===== config.mk =====
export PLATFORM = sky130hd
export DESIGN_NAME = axi_wr_engine_flat
export DESIGN_NICKNAME = d
export VERILOG_FILES = /design/src/rtl/axi_wr_pkg.sv /design/src/rtl/axi_wr_engine_if.sv /design/src/rtl/axi_sync_fifo.sv /design/src/rtl/axi_wr_engine.sv /design/src/flat_wrapper.sv
export SDC_FILE = /design/constraint.sdc
export NUM_CORES = 1
export LEC_CHECK = 0
export ABC_AREA = 1
export CORE_MARGIN = 10
export CORE_UTILIZATION = 52
export DETAILED_ROUTE_END_ITERATION = 7
export PLACE_DENSITY = 0.75
export SYNTH_ARGS = -nofsm -noshare
export SYNTH_HDL_FRONTEND = slang
export SYNTH_HIERARCHICAL = 1
export SYNTH_SLANG_ARGS = --single-unit

===== constraint.sdc =====
create_clock -name axi_aclk -period 5.35 [get_ports axi_aclk]
set_input_delay 0.535 -clock axi_aclk [delete_from_list [all_inputs] [get_ports axi_aclk]]
set_output_delay 0.535 -clock axi_aclk [all_outputs]
set_load 0.01 [all_outputs]

===== src/rtl/axi_wr_pkg.sv =====
// Shared encodings, AW queue entry layout and burst address generation
// for the AXI4 write-path engine.
package axi_wr_pkg;

    localparam logic [1:0] BURST_FIXED = 2'b00;
    localparam logic [1:0] BURST_INCR  = 2'b01;
    localparam logic [1:0] BURST_WRAP  = 2'b10;

    localparam logic [1:0] RESP_OKAY   = 2'b00;
    localparam logic [1:0] RESP_SLVERR = 2'b10;

    localparam logic [0:0] W_IDLE  = 1'b0;
    localparam logic [0:0] W_BURST = 1'b1;

    // Everything about a queued burst except its start address.
    typedef struct packed {
        logic [7:0] len;
        logic [2:0] size;
        logic [1:0] burst;
        logic       err;
    } aw_ctrl_t;

    // Address of the beat following addr; evaluated at 64 bits, callers truncate.
    function automatic logic [63:0] next_addr(input logic [63:0] addr,
                                              input logic [7:0]  len,
                                              input logic [2:0]  size,
                                              input logic [1:0]  burst);
        logic [63:0] bytes;
        logic [63:0] aligned;
        logic [63:0] wsize;
        logic [63:0] nxt;
        bytes   = 64'd1 << size;
        aligned = addr & ~(bytes - 64'd1);
        wsize   = bytes * (64'(len) + 64'd1);
        nxt     = aligned + bytes;
        case (burst)
            BURST_INCR: next_addr = nxt;
            BURST_WRAP: next_addr = (addr & ~(wsize - 64'd1)) | (nxt & (wsize - 64'd1));
            default:    next_addr = addr;
        endcase
    endfunction

endpackage


===== src/rtl/axi_wr_engine_if.sv =====
// AXI4 write channels plus the registered memory-side write port.
interface axi_wr_engine_if #(
    parameter int AW = 32,
    parameter int DW = 64
);
    logic [AW-1:0]   s_awaddr;
    logic [7:0]      s_awlen;
    logic [2:0]      s_awsize;
    logic [1:0]      s_awburst;
    logic            s_awvalid;
    logic            s_awready;
    logic [DW-1:0]   s_wdata;
    logic [DW/8-1:0] s_wstrb;
    logic            s_wlast;
    logic            s_wvalid;
    logic            s_wready;
    logic [1:0]      s_bresp;
    logic            s_bvalid;
    logic            s_bready;
    logic [AW-1:0]   mem_addr;
    logic [DW-1:0]   mem_data;
    logic [DW/8-1:0] mem_strb;
    logic            mem_valid;
    logic            mem_ready;

    modport slave (
        input  s_awaddr, s_awlen, s_awsize, s_awburst, s_awvalid,
        output s_awready,
        input  s_wdata, s_wstrb, s_wlast, s_wvalid,
        output s_wready,
        output s_bresp, s_bvalid,
        input  s_bready,
        output mem_addr, mem_data, mem_strb, mem_valid,
        input  mem_ready
    );

    modport master (
        output s_awaddr, s_awlen, s_awsize, s_awburst, s_awvalid,
        input  s_awready,
        output s_wdata, s_wstrb, s_wlast, s_wvalid,
        input  s_wready,
        input  s_bresp, s_bvalid,
        output s_bready,
        input  mem_addr, mem_data, mem_strb, mem_valid,
        output mem_ready
    );
endinterface


===== src/rtl/axi_sync_fifo.sv =====
// Single-clock FIFO with registered storage and a show-ahead head word;
// push when full and pop when empty are ignored.
module axi_sync_fifo #(
    parameter int WIDTH = 8,
    parameter int DEPTH = 4
) (
    input  logic             clk,
    input  logic             rst_n,
    input  logic             push,
    input  logic [WIDTH-1:0] wdata,
    input  logic             pop,
    output logic [WIDTH-1:0] rdata,
    output logic             full,
    output logic             empty
);
    localparam int PW = $clog2(DEPTH);

    logic [WIDTH-1:0] mem [DEPTH];
    logic [PW:0]      wptr;
    logic [PW:0]      rptr;
    logic             do_push;
    logic             do_pop;

    assign do_push = push && !full;
    assign do_pop  = pop && !empty;

    // Extra pointer bit distinguishes full from empty.
    always_ff @(posedge clk or negedge rst_n) begin
        if (!rst_n) begin
            wptr <= '0;
            rptr <= '0;
        end else begin
            if (do_push) wptr <= wptr + (PW+1)'(1);
            if (do_pop)  rptr <= rptr + (PW+1)'(1);
        end
    end

    always_ff @(posedge clk) begin
        if (do_push) mem[wptr[PW-1:0]] <= wdata;
    end

    assign rdata = mem[rptr[PW-1:0]];
    assign empty = (wptr == rptr);
    assign full  = (wptr[PW] != rptr[PW]) && (wptr[PW-1:0] == rptr[PW-1:0]);

endmodule


===== src/rtl/axi_wr_engine.sv =====
// AXI4 write slave: queues AW requests, walks bursts beat by beat into a
// registered memory write port and returns in-order B responses.
module axi_wr_engine
    import axi_wr_pkg::*;
#(
    parameter int AW          = 32,
    parameter int DW          = 64,
    parameter int OUTSTANDING = 4
) (
    input  logic           axi_aclk,
    input  logic           axi_aresetn,
    axi_wr_engine_if.slave bus
);
    localparam int OCW       = $clog2(OUTSTANDING) + 1;
    localparam int QW        = AW + $bits(aw_ctrl_t);
    localparam int BYTES_MAX = DW / 8;

    function automatic logic aw_err(input logic [7:0] len,
                                    input logic [2:0] size,
                                    input logic [1:0] burst);
        logic bad_wrap;
        logic too_wide;
        bad_wrap = (burst == BURST_WRAP) &&
                   !(len == 8'd1 || len == 8'd3 || len == 8'd7 || len == 8'd15);
        too_wide = (32'd1 << size) > 32'(BYTES_MAX);
        return (burst == 2'b11) || too_wide || bad_wrap;
    endfunction

    logic [OCW-1:0]  oc;
    logic            aw_hs;
    logic            w_hs;
    logic            b_hs;
    logic            aw_full;
    logic            aw_empty;
    logic            aw_pop;
    logic [QW-1:0]   aw_head;
    logic [AW-1:0]   head_addr;
    aw_ctrl_t        head_ctrl;
    aw_ctrl_t        push_ctrl;
    logic            b_full;
    logic            b_empty;
    logic            b_push;
    logic [1:0]      b_resp;
    logic [0:0]      state;
    logic [AW-1:0]   cur_addr;
    aw_ctrl_t        cur_ctrl;
    logic [7:0]      beat;
    logic            lerr;
    logic            is_last;
    logic            wlast_mis;
    logic            load;
    logic            wready;
    logic            vld_p1;
    logic [AW-1:0]   addr_p1;
    logic [DW-1:0]   data_p1;
    logic [DW/8-1:0] strb_p1;

    assign bus.s_awready = (oc < OCW'(OUTSTANDING)) && !aw_full;
    assign aw_hs         = bus.s_awvalid && bus.s_awready;
    assign b_hs          = !b_empty && bus.s_bready;

    always_ff @(posedge axi_aclk or negedge axi_aresetn) begin
        if (!axi_aresetn) begin
            oc <= '0;
        end else if (aw_hs && !b_hs) begin
            oc <= oc + OCW'(1);
        end else if (!aw_hs && b_hs) begin
            oc <= oc - OCW'(1);
        end
    end

    assign push_ctrl = '{len:   bus.s_awlen,
                         size:  bus.s_awsize,
                         burst: bus.s_awburst,
                         err:   aw_err(bus.s_awlen, bus.s_awsize, bus.s_awburst)};

    axi_sync_fifo #(.WIDTH(QW), .DEPTH(OUTSTANDING)) u_aw_q (
        .clk   (axi_aclk),
        .rst_n (axi_aresetn),
        .push  (aw_hs),
        .wdata ({bus.s_awaddr, push_ctrl}),
        .pop   (aw_pop),
        .rdata (aw_head),
        .full  (aw_full),
        .empty (aw_empty)
    );

    assign {head_addr, head_ctrl} = aw_head;

    // Stage p0: beat walker, one W beat per handshake.
    assign wready    = (state == W_BURST) && (!vld_p1 || bus.mem_ready);
    assign w_hs      = bus.s_wvalid && wready;
    assign is_last   = (beat == cur_ctrl.len);
    assign wlast_mis = bus.s_wlast != is_last;
    // Reloading straight from the last beat avoids an IDLE bubble between bursts.
    assign load      = !aw_empty && ((state == W_IDLE) || (w_hs && is_last));
    assign aw_pop    = load;

    always_ff @(posedge axi_aclk or negedge axi_aresetn) begin
        if (!axi_aresetn) begin
            state <= W_IDLE;
            beat  <= '0;
            lerr  <= 1'b0;
        end else if (load) begin
            state <= W_BURST;
            beat  <= '0;
            lerr  <= 1'b0;
        end else if (w_hs) begin
            beat <= beat + 8'd1;
            lerr <= lerr | wlast_mis;
            if (is_last) state <= W_IDLE;
        end
    end

    always_ff @(posedge axi_aclk) begin
        if (load) begin
            cur_addr <= head_addr;
            cur_ctrl <= head_ctrl;
        end else if (w_hs) begin
            cur_addr <= AW'(next_addr(64'(cur_addr), cur_ctrl.len,
                                      cur_ctrl.size, cur_ctrl.burst));
        end
    end

    // Stage p1: registered memory beat, held until mem_ready.
    always_ff @(posedge axi_aclk or negedge axi_aresetn) begin
        if (!axi_aresetn) begin
            vld_p1  <= 1'b0;
            addr_p1 <= '0;
            data_p1 <= '0;
            strb_p1 <= '0;
        end else if (w_hs && !cur_ctrl.err) begin
            vld_p1  <= 1'b1;
            addr_p1 <= cur_addr;
            data_p1 <= bus.s_wdata;
            strb_p1 <= bus.s_wstrb;
        end else if (bus.mem_ready) begin
            vld_p1 <= 1'b0;
        end
    end

    assign bus.s_wready  = wready;
    assign bus.mem_valid = vld_p1;
    assign bus.mem_addr  = addr_p1;
    assign bus.mem_data  = data_p1;
    assign bus.mem_strb  = strb_p1;

    // B queue depth matches oc, so the full guard never fires in practice.
    assign b_push = w_hs && is_last && !b_full;
    assign b_resp = (cur_ctrl.err || lerr || wlast_mis) ? RESP_SLVERR : RESP_OKAY;

    axi_sync_fifo #(.WIDTH(2), .DEPTH(OUTSTANDING)) u_b_q (
        .clk   (axi_aclk),
        .rst_n (axi_aresetn),
        .push  (b_push),
        .wdata (b_resp),
        .pop   (b_hs),
        .rdata (bus.s_bresp),
        .full  (b_full),
        .empty (b_empty)
    );

    assign bus.s_bvalid = !b_empty;

endmodule

===== src/flat_wrapper.sv =====
// flat-port wrapper written by rule: the top's interface ports become plain ports
module axi_wr_engine_flat import axi_wr_pkg::*;
#(
    parameter int AW          = 32,
    parameter int DW          = 64,
    parameter int OUTSTANDING = 4
)
  (axi_aclk, axi_aresetn, bus_s_awaddr, bus_s_awlen, bus_s_awsize, bus_s_awburst, bus_s_awvalid, bus_s_awready, bus_s_wdata, bus_s_wstrb, bus_s_wlast, bus_s_wvalid, bus_s_wready, bus_s_bresp, bus_s_bvalid, bus_s_bready, bus_mem_addr, bus_mem_data, bus_mem_strb, bus_mem_valid, bus_mem_ready);
  axi_wr_engine_if #(.AW(AW), .DW(DW)) bus_i ();
  input  logic axi_aclk;
  input  logic axi_aresetn;
  input wire logic [$bits(bus_i.s_awaddr)-1:0] bus_s_awaddr;
  input wire logic [$bits(bus_i.s_awlen)-1:0] bus_s_awlen;
  input wire logic [$bits(bus_i.s_awsize)-1:0] bus_s_awsize;
  input wire logic [$bits(bus_i.s_awburst)-1:0] bus_s_awburst;
  input wire logic [$bits(bus_i.s_awvalid)-1:0] bus_s_awvalid;
  output wire logic [$bits(bus_i.s_awready)-1:0] bus_s_awready;
  input wire logic [$bits(bus_i.s_wdata)-1:0] bus_s_wdata;
  input wire logic [$bits(bus_i.s_wstrb)-1:0] bus_s_wstrb;
  input wire logic [$bits(bus_i.s_wlast)-1:0] bus_s_wlast;
  input wire logic [$bits(bus_i.s_wvalid)-1:0] bus_s_wvalid;
  output wire logic [$bits(bus_i.s_wready)-1:0] bus_s_wready;
  output wire logic [$bits(bus_i.s_bresp)-1:0] bus_s_bresp;
  output wire logic [$bits(bus_i.s_bvalid)-1:0] bus_s_bvalid;
  input wire logic [$bits(bus_i.s_bready)-1:0] bus_s_bready;
  output wire logic [$bits(bus_i.mem_addr)-1:0] bus_mem_addr;
  output wire logic [$bits(bus_i.mem_data)-1:0] bus_mem_data;
  output wire logic [$bits(bus_i.mem_strb)-1:0] bus_mem_strb;
  output wire logic [$bits(bus_i.mem_valid)-1:0] bus_mem_valid;
  input wire logic [$bits(bus_i.mem_ready)-1:0] bus_mem_ready;
  assign bus_i.s_awaddr = bus_s_awaddr;
  assign bus_i.s_awlen = bus_s_awlen;
  assign bus_i.s_awsize = bus_s_awsize;
  assign bus_i.s_awburst = bus_s_awburst;
  assign bus_i.s_awvalid = bus_s_awvalid;
  assign bus_s_awready = bus_i.s_awready;
  assign bus_i.s_wdata = bus_s_wdata;
  assign bus_i.s_wstrb = bus_s_wstrb;
  assign bus_i.s_wlast = bus_s_wlast;
  assign bus_i.s_wvalid = bus_s_wvalid;
  assign bus_s_wready = bus_i.s_wready;
  assign bus_s_bresp = bus_i.s_bresp;
  assign bus_s_bvalid = bus_i.s_bvalid;
  assign bus_i.s_bready = bus_s_bready;
  assign bus_mem_addr = bus_i.mem_addr;
  assign bus_mem_data = bus_i.mem_data;
  assign bus_mem_strb = bus_i.mem_strb;
  assign bus_mem_valid = bus_i.mem_valid;
  assign bus_i.mem_ready = bus_mem_ready;
  axi_wr_engine #(.AW(AW), .DW(DW), .OUTSTANDING(OUTSTANDING)) u_core (.axi_aclk(axi_aclk), .axi_aresetn(axi_aresetn), .bus(bus_i));
endmodule

After elaboration in Yosys (flattened, before gate mapping). Memory sizes are Yosys's and may differ from the RTL's. Index checks and enable logic that the tools add are counted.

Output and inout port bits: 110. Register bits: 176. Memory bits (writable): 192. Bits of input ports: 124. Memories: 2.

Order comparisons: 2. Mux-type cells: 19. Reductions and logical operators: 43. Multiply operators: 1. Shifts and indexed selects: 2. Equal/unequal tests: 16. Add/sub/neg operators: 11. Bitwise operators: 8.

Memory list: u_core.u_aw_q.mem (depth 4, width 46, rd ports 1, clocked after Yosys merged registers in 0, write ports 1, RTL line axi_sync_fifo.sv:18) `logic [WIDTH-1:0] mem [DEPTH];`; u_core.u_b_q.mem (depth 4, width 2, rd ports 1, clocked after Yosys merged registers in 0, write ports 1, RTL line axi_sync_fifo.sv:18).

Operators with widths (number): 32-bit AND (3); 64-bit by 9-bit multiplier with 32-bit output (1); 32-bit two-way mux (2); 32-bit inverter (2); 32-bit one-hot mux with 2 select lines (1); 1-bit by 3-bit left shift with 64-bit output (first input constant) (1); 32-bit by 1-bit subtractor with 32-bit output (second input constant) (2); 32-bit adder (1); 32-bit by 4-bit greater-than comparator with 1-bit output (second input constant) (1); 32-bit OR (1); 1-bit by 3-bit left shift with 32-bit output (first input constant) (1); 1-bit logical AND (18); 8-bit two-way mux (2); 3-bit by 1-bit adder with 3-bit output (second input constant) (5); 1-bit two-way mux (11); 8-bit by 1-bit adder with 9-bit output (second input constant) (1); 1-bit logical NOT (9); 1-bit logical OR (9); 8-bit by 1-bit adder with 8-bit output (second input constant) (1); 8-bit by 1-bit == test with 1-bit output (second input constant) (1); 8-bit by 2-bit == test with 1-bit output (second input constant) (1); 8-bit by 3-bit == test with 1-bit output (second input constant) (1); 8-bit by 4-bit == test with 1-bit output (second input constant) (1); 8-bit == test (1); other kinds (14) (25).

Logic depth before layout (Yosys ltp).
Depth in word-level cells: 10. Depth in mapped cells: 30. Mapped depth without buffers: 30.

By module. The synthesis kept the hierarchy.

By module, submodules not included: axi_wr_engine (times used 1, cells an instance 1603, area an instance 11986.5 µm²); axi_sync_fifo at u_core.u_aw_q (times used 1, cells an instance 504, area an instance 7437.1 µm²); axi_sync_fifo at u_core.u_b_q (times used 1, cells an instance 80, area an instance 749.5 µm²).

Least setup slack after synthesis. Ideal clock, no wire load.

Kind: reg-to-reg. Start: reg u_core/cur_ctrl[7] in the netlist's numbering. End: reg with a tool-made name. Required time: 5.046 ns. Cell stages (with the launch flop): 28. Setup slack: 0.013 ns. Library setup time: 0.304 ns. Path buffers: 0. Arrival: 5.034 ns. Path through: edfxtp_1 -> ha_1 -> nand3_1 -> inv_2 -> nand2_1 -> o21ai_0 -> nand2_1 -> inv_1 -> nand2_1 -> fa_1 -> inv_1 -> fa_1 -> fa_1 -> fa_1 -> inv_1 -> fa_1 -> inv_1 -> ha_1 -> a21o_1 -> nor2_1 -> o21ai_1 -> nand2_1 -> nand2_1 -> nand2_1 -> nand3_1 -> nand2_1 -> nor2_2 -> a21oi_1.

RTL lines: start: declaration (RTL line axi_wr_engine.sv:46) `aw_ctrl_t cur_ctrl;`; start signal: assignment (RTL line axi_wr_engine.sv:118) `cur_ctrl <= head_ctrl;`.

==> flow_metrics.env <==
export IMPL_clock_tree_buffer_depth=3
export IMPL_cts_tree="yes"
export IMPL_leakage_nw=11.6
export IMPL_fp_coreArea_mm2=0.0385
export IMPL_drive_above_1_share_pct=16.6
export IMPL_hold_viol_final=0
export IMPL_gp_congestion=0.959
export IMPL_syn2layout_area_growth_pct=27.6
export IMPL_postSynth_asyncResetShare_pct=35.3
export IMPL_synthTopCellsByArea="edfxtp_1 35%, dfrtp_1 16%, nand2_1 13%, ha_1 4.9%, fa_1 4.7%"
export IMPL_routed_wl_um=57000
export IMPL_ys_types=57
export IMPL_status="finished with violations"
export IMPL_wl_per_cell_um=18.5
export IMPL_maxCapViolations=0
export IMPL_vias=16400
export IMPL_clk_latency_ps=580
export IMPL_period_minus_slack_ps=5410
export IMPL_cp_required_ps=5680
export IMPL_fin_skew_ps=33.6
export IMPL_cts_sinks=368
export IMPL_failed_checks="negative setup slack"
export IMPL_root_buffer="clkbuf_16"
export IMPL_overflow=0
export IMPL_die_w_um=217
export IMPL_post_route_util_pct=66.9
export IMPL_syn_cell_area_mm2=0.0202
export IMPL_grt_pass1_wl_um=88800
export IMPL_dieArea_mm2=0.0471
export IMPL_avgSynthCellArea_um2=9.22
export IMPL_fin_crit_sh_pct=101
export IMPL_hold_path_class="reg -> reg"
export IMPL_layout_nets=2786
export IMPL_htreeDepth=2
export IMPL_clk_pin_slew_ps=60
export IMPL_drc=0
export IMPL_setup_slack_ps=-60.2
export IMPL_ys_seq_area_share_pct=51.6
export IMPL_start_util_pct=52.4
export IMPL_arrival_ps=5740
export IMPL_fp_dieH_um=217
export IMPL_end_kind="register"
export IMPL_tightestPinTransition_ps=994
export IMPL_ant_nets=0
export IMPL_vdd_drop_max_v=0.000308
export IMPL_drt_first_iter_violations=1488
export IMPL_drt_pre_antenna_iters=5
export IMPL_critPathLaunchType="register"
export IMPL_grt_usage_pct=23.7
export IMPL_synth_warnings=6
export IMPL_setup_violations=17
export IMPL_power_density_mw_per_mm2=323
export IMPL_fmaxAchievable_ghz=0.185
export IMPL_synth_edff_count=238
export IMPL_synth_top_cell_by_area="edfxtp_1"
export IMPL_io_buffer_count=233
export IMPL_max_slew_margin_pct=33.7
export IMPL_ys_ff_latch=368
export IMPL_final_max_slew_viol_count=0
export IMPL_postSynthCellCount=2187
export IMPL_grt_start_max_net_pins=96
export IMPL_cts_buffers=41
export IMPL_dpl_hpwl_um=41800
export IMPL_n_fill_cell=3075
export IMPL_finalHoldWorstSlack_ps=468
export IMPL_post_place_ws_ps=-270
export IMPL_grt_pass1_vias=16100
export IMPL_num_io_pins=234
export IMPL_synth_top_cell_area_share_pct=35.4
export IMPL_ys_flop_type="edfxtp_1"
export IMPL_rsz0062_at_grt="yes"
export IMPL_fp_row_count=72
export IMPL_cp_max_fo=6
export IMPL_worstSetupPathType="reg -> reg"
export IMPL_antenna_found_initial=1
export IMPL_via_per_inst=5.32
-- through the flow --
stage               setup TNS [ps]  cells  cell area [um2]  total power, W
floorplan                        0   2190            20200         0.00481
global placement             -7280   2991            23700         0.00545
detailed placement           -8600   2991            23700         0.00552
CTS                         -0.590   3074            25300         0.00833
global route                 -8390   3085            25700         0.00872
finish                        -517   3085            25700         0.00831
-- power by group --
group	leakage, nW	internal, W	switching (W)
sequential	3.78	0.00343	0.000173
combinational	7.14	0.000757	0.00118
clock	0.630	0.00163	0.00114
total	11.6	0.00582	0.00249
-- registers in the layout, summed over array words and instances, names as in the netlist, named ones only --
| name | count |
|---|---|
| u_core/beat | 8 |
| u_core/bus.mem_addr | 32 |
| u_core/bus.mem_data | 64 |
| u_core/bus.mem_strb | 8 |
| u_core/bus.mem_valid | 1 |
| u_core/cur_ctrl | 14 |
| u_core/lerr | 1 |
| u_core/oc | 3 |
| u_core/state | 1 |
| u_core/u_aw_q/mem | 184 |
| u_core/u_aw_q/rptr | 3 |
| u_core/u_aw_q/wptr | 3 |
| u_core/u_b_q/mem | 8 |
| u_core/u_b_q/rptr | 3 |
| u_core/u_b_q/wptr | 3 |
-- routing by layer --
layer  track usage, %  up-vias  share of wire, %
li1                 -     7812                 -
met4             6.80        0               2.1
met2             39.0      621                47
met1             31.6     7897                43
met5                0        -                 0
met3             4.40       78               8.0
-- cell usage after synthesis (24+ instances only) --
cell,n
fa_1,47
a21oi_1,38
dfrtp_1,130
edfxtp_1,238
buf_2,30
nand4_1,24
o21ai_0,123
nand3_1,76
ha_1,79
o22ai_1,38
nor2_1,211
nand2_1,674
inv_1,236
-- cell usage in the layout, fill, tap and decap left out, types with 61 or more instances in the layout --
cell / count
o21ai_0: 114
buf_4: 126
inv_1: 213
ha_1: 61
clkdlybuf4s50_1: 232
nor2_1: 196
nand3_1: 71
nand2_1: 642
dfrtp_1: 129
edfxtp_1: 238
-- critical path: stages (launching register included) --
cell      delay (ps)
edfxtp_1         410
ha_2             220
buf_6            120
xor2_4           180
buf_4            150
nand2_2           40
fa_1             500
inv_1             50
fa_1             490
fa_1             450
fa_1             490
inv_1             50
fa_1             530
inv_2             60
ha_4             290
nand2_1          130
nor2_2           160
nand4_1          230
nand3_2          140
nand2_1           50
nand2_1           80
nand2_1           60
nand2_1           70
inv_2             80
nand2_1           80
nand2_1           50
-- path summary, 6_finish.rpt --
| check | to | slack [ps] | startpoint | cells past startpoint |
|---|---|---|---|---|
| max in group asynchronous | u_core/bus.mem_data[47] | 3540 | axi_aresetn | 3 |
| min | u_core/bus.mem_data[6] | 470 | u_core/bus.mem_data[6] | 2 |
| max | register | -60 | u_core/cur_ctrl[6] | 25 |
| min in group asynchronous | u_core/beat[0] | 540 | axi_aresetn | 2 |
| min reg2reg | u_core/bus.mem_data[6] | 470 | u_core/bus.mem_data[6] | 2 |
| max reg2reg | register | -60 | u_core/cur_ctrl[6] | 25 |
-- cell families (layout without fill, tap and decap cells) --
family / count (synthesis) / in the layout / synth area share (%)
AO/OA/AOI/OAI: 249 / 249 / 7.11
XOR/XNOR: 35 / 35 / 1.59
adder cells (fa/ha/maj): 126 / 126 / 9.56
buffers and inverters: 319 / 695 / 6.74
flip-flops: 368 / 368 / 51.6
multiplexers: 1 / 1 / 0.0558
other: 1 / 5 / 0.0186
AND/OR/NAND/NOR: 1088 / 1088 / 23.4
-- area by class of cell --
cell class	count	area (um2)	area share [%]
sequential	368	10400	40.4
timing repair buffer	369	3410	13.2
inverter	253	966	3.75
tap	518	648	2.52
multi-input combinational	1503	9000	35.0
clock buffer	51	1070	4.17
clock inverter	22	235	0.914
antenna	1	2.50	0.00972
-- repair_timing --
| item | in CTS | in global routing |
|---|---|---|
| resized for setup | 55 | 92 |
| hold buffers | 1 | 0 |
| setup buffers | 9 | 10 |
| pin swaps | 29 | 58 |
| setup endpoints to repair | 52 | 54 |
| endpoints found under the hold margin | 18 | 0 |
No activity file was read; power rests on OpenSTA's default activity.
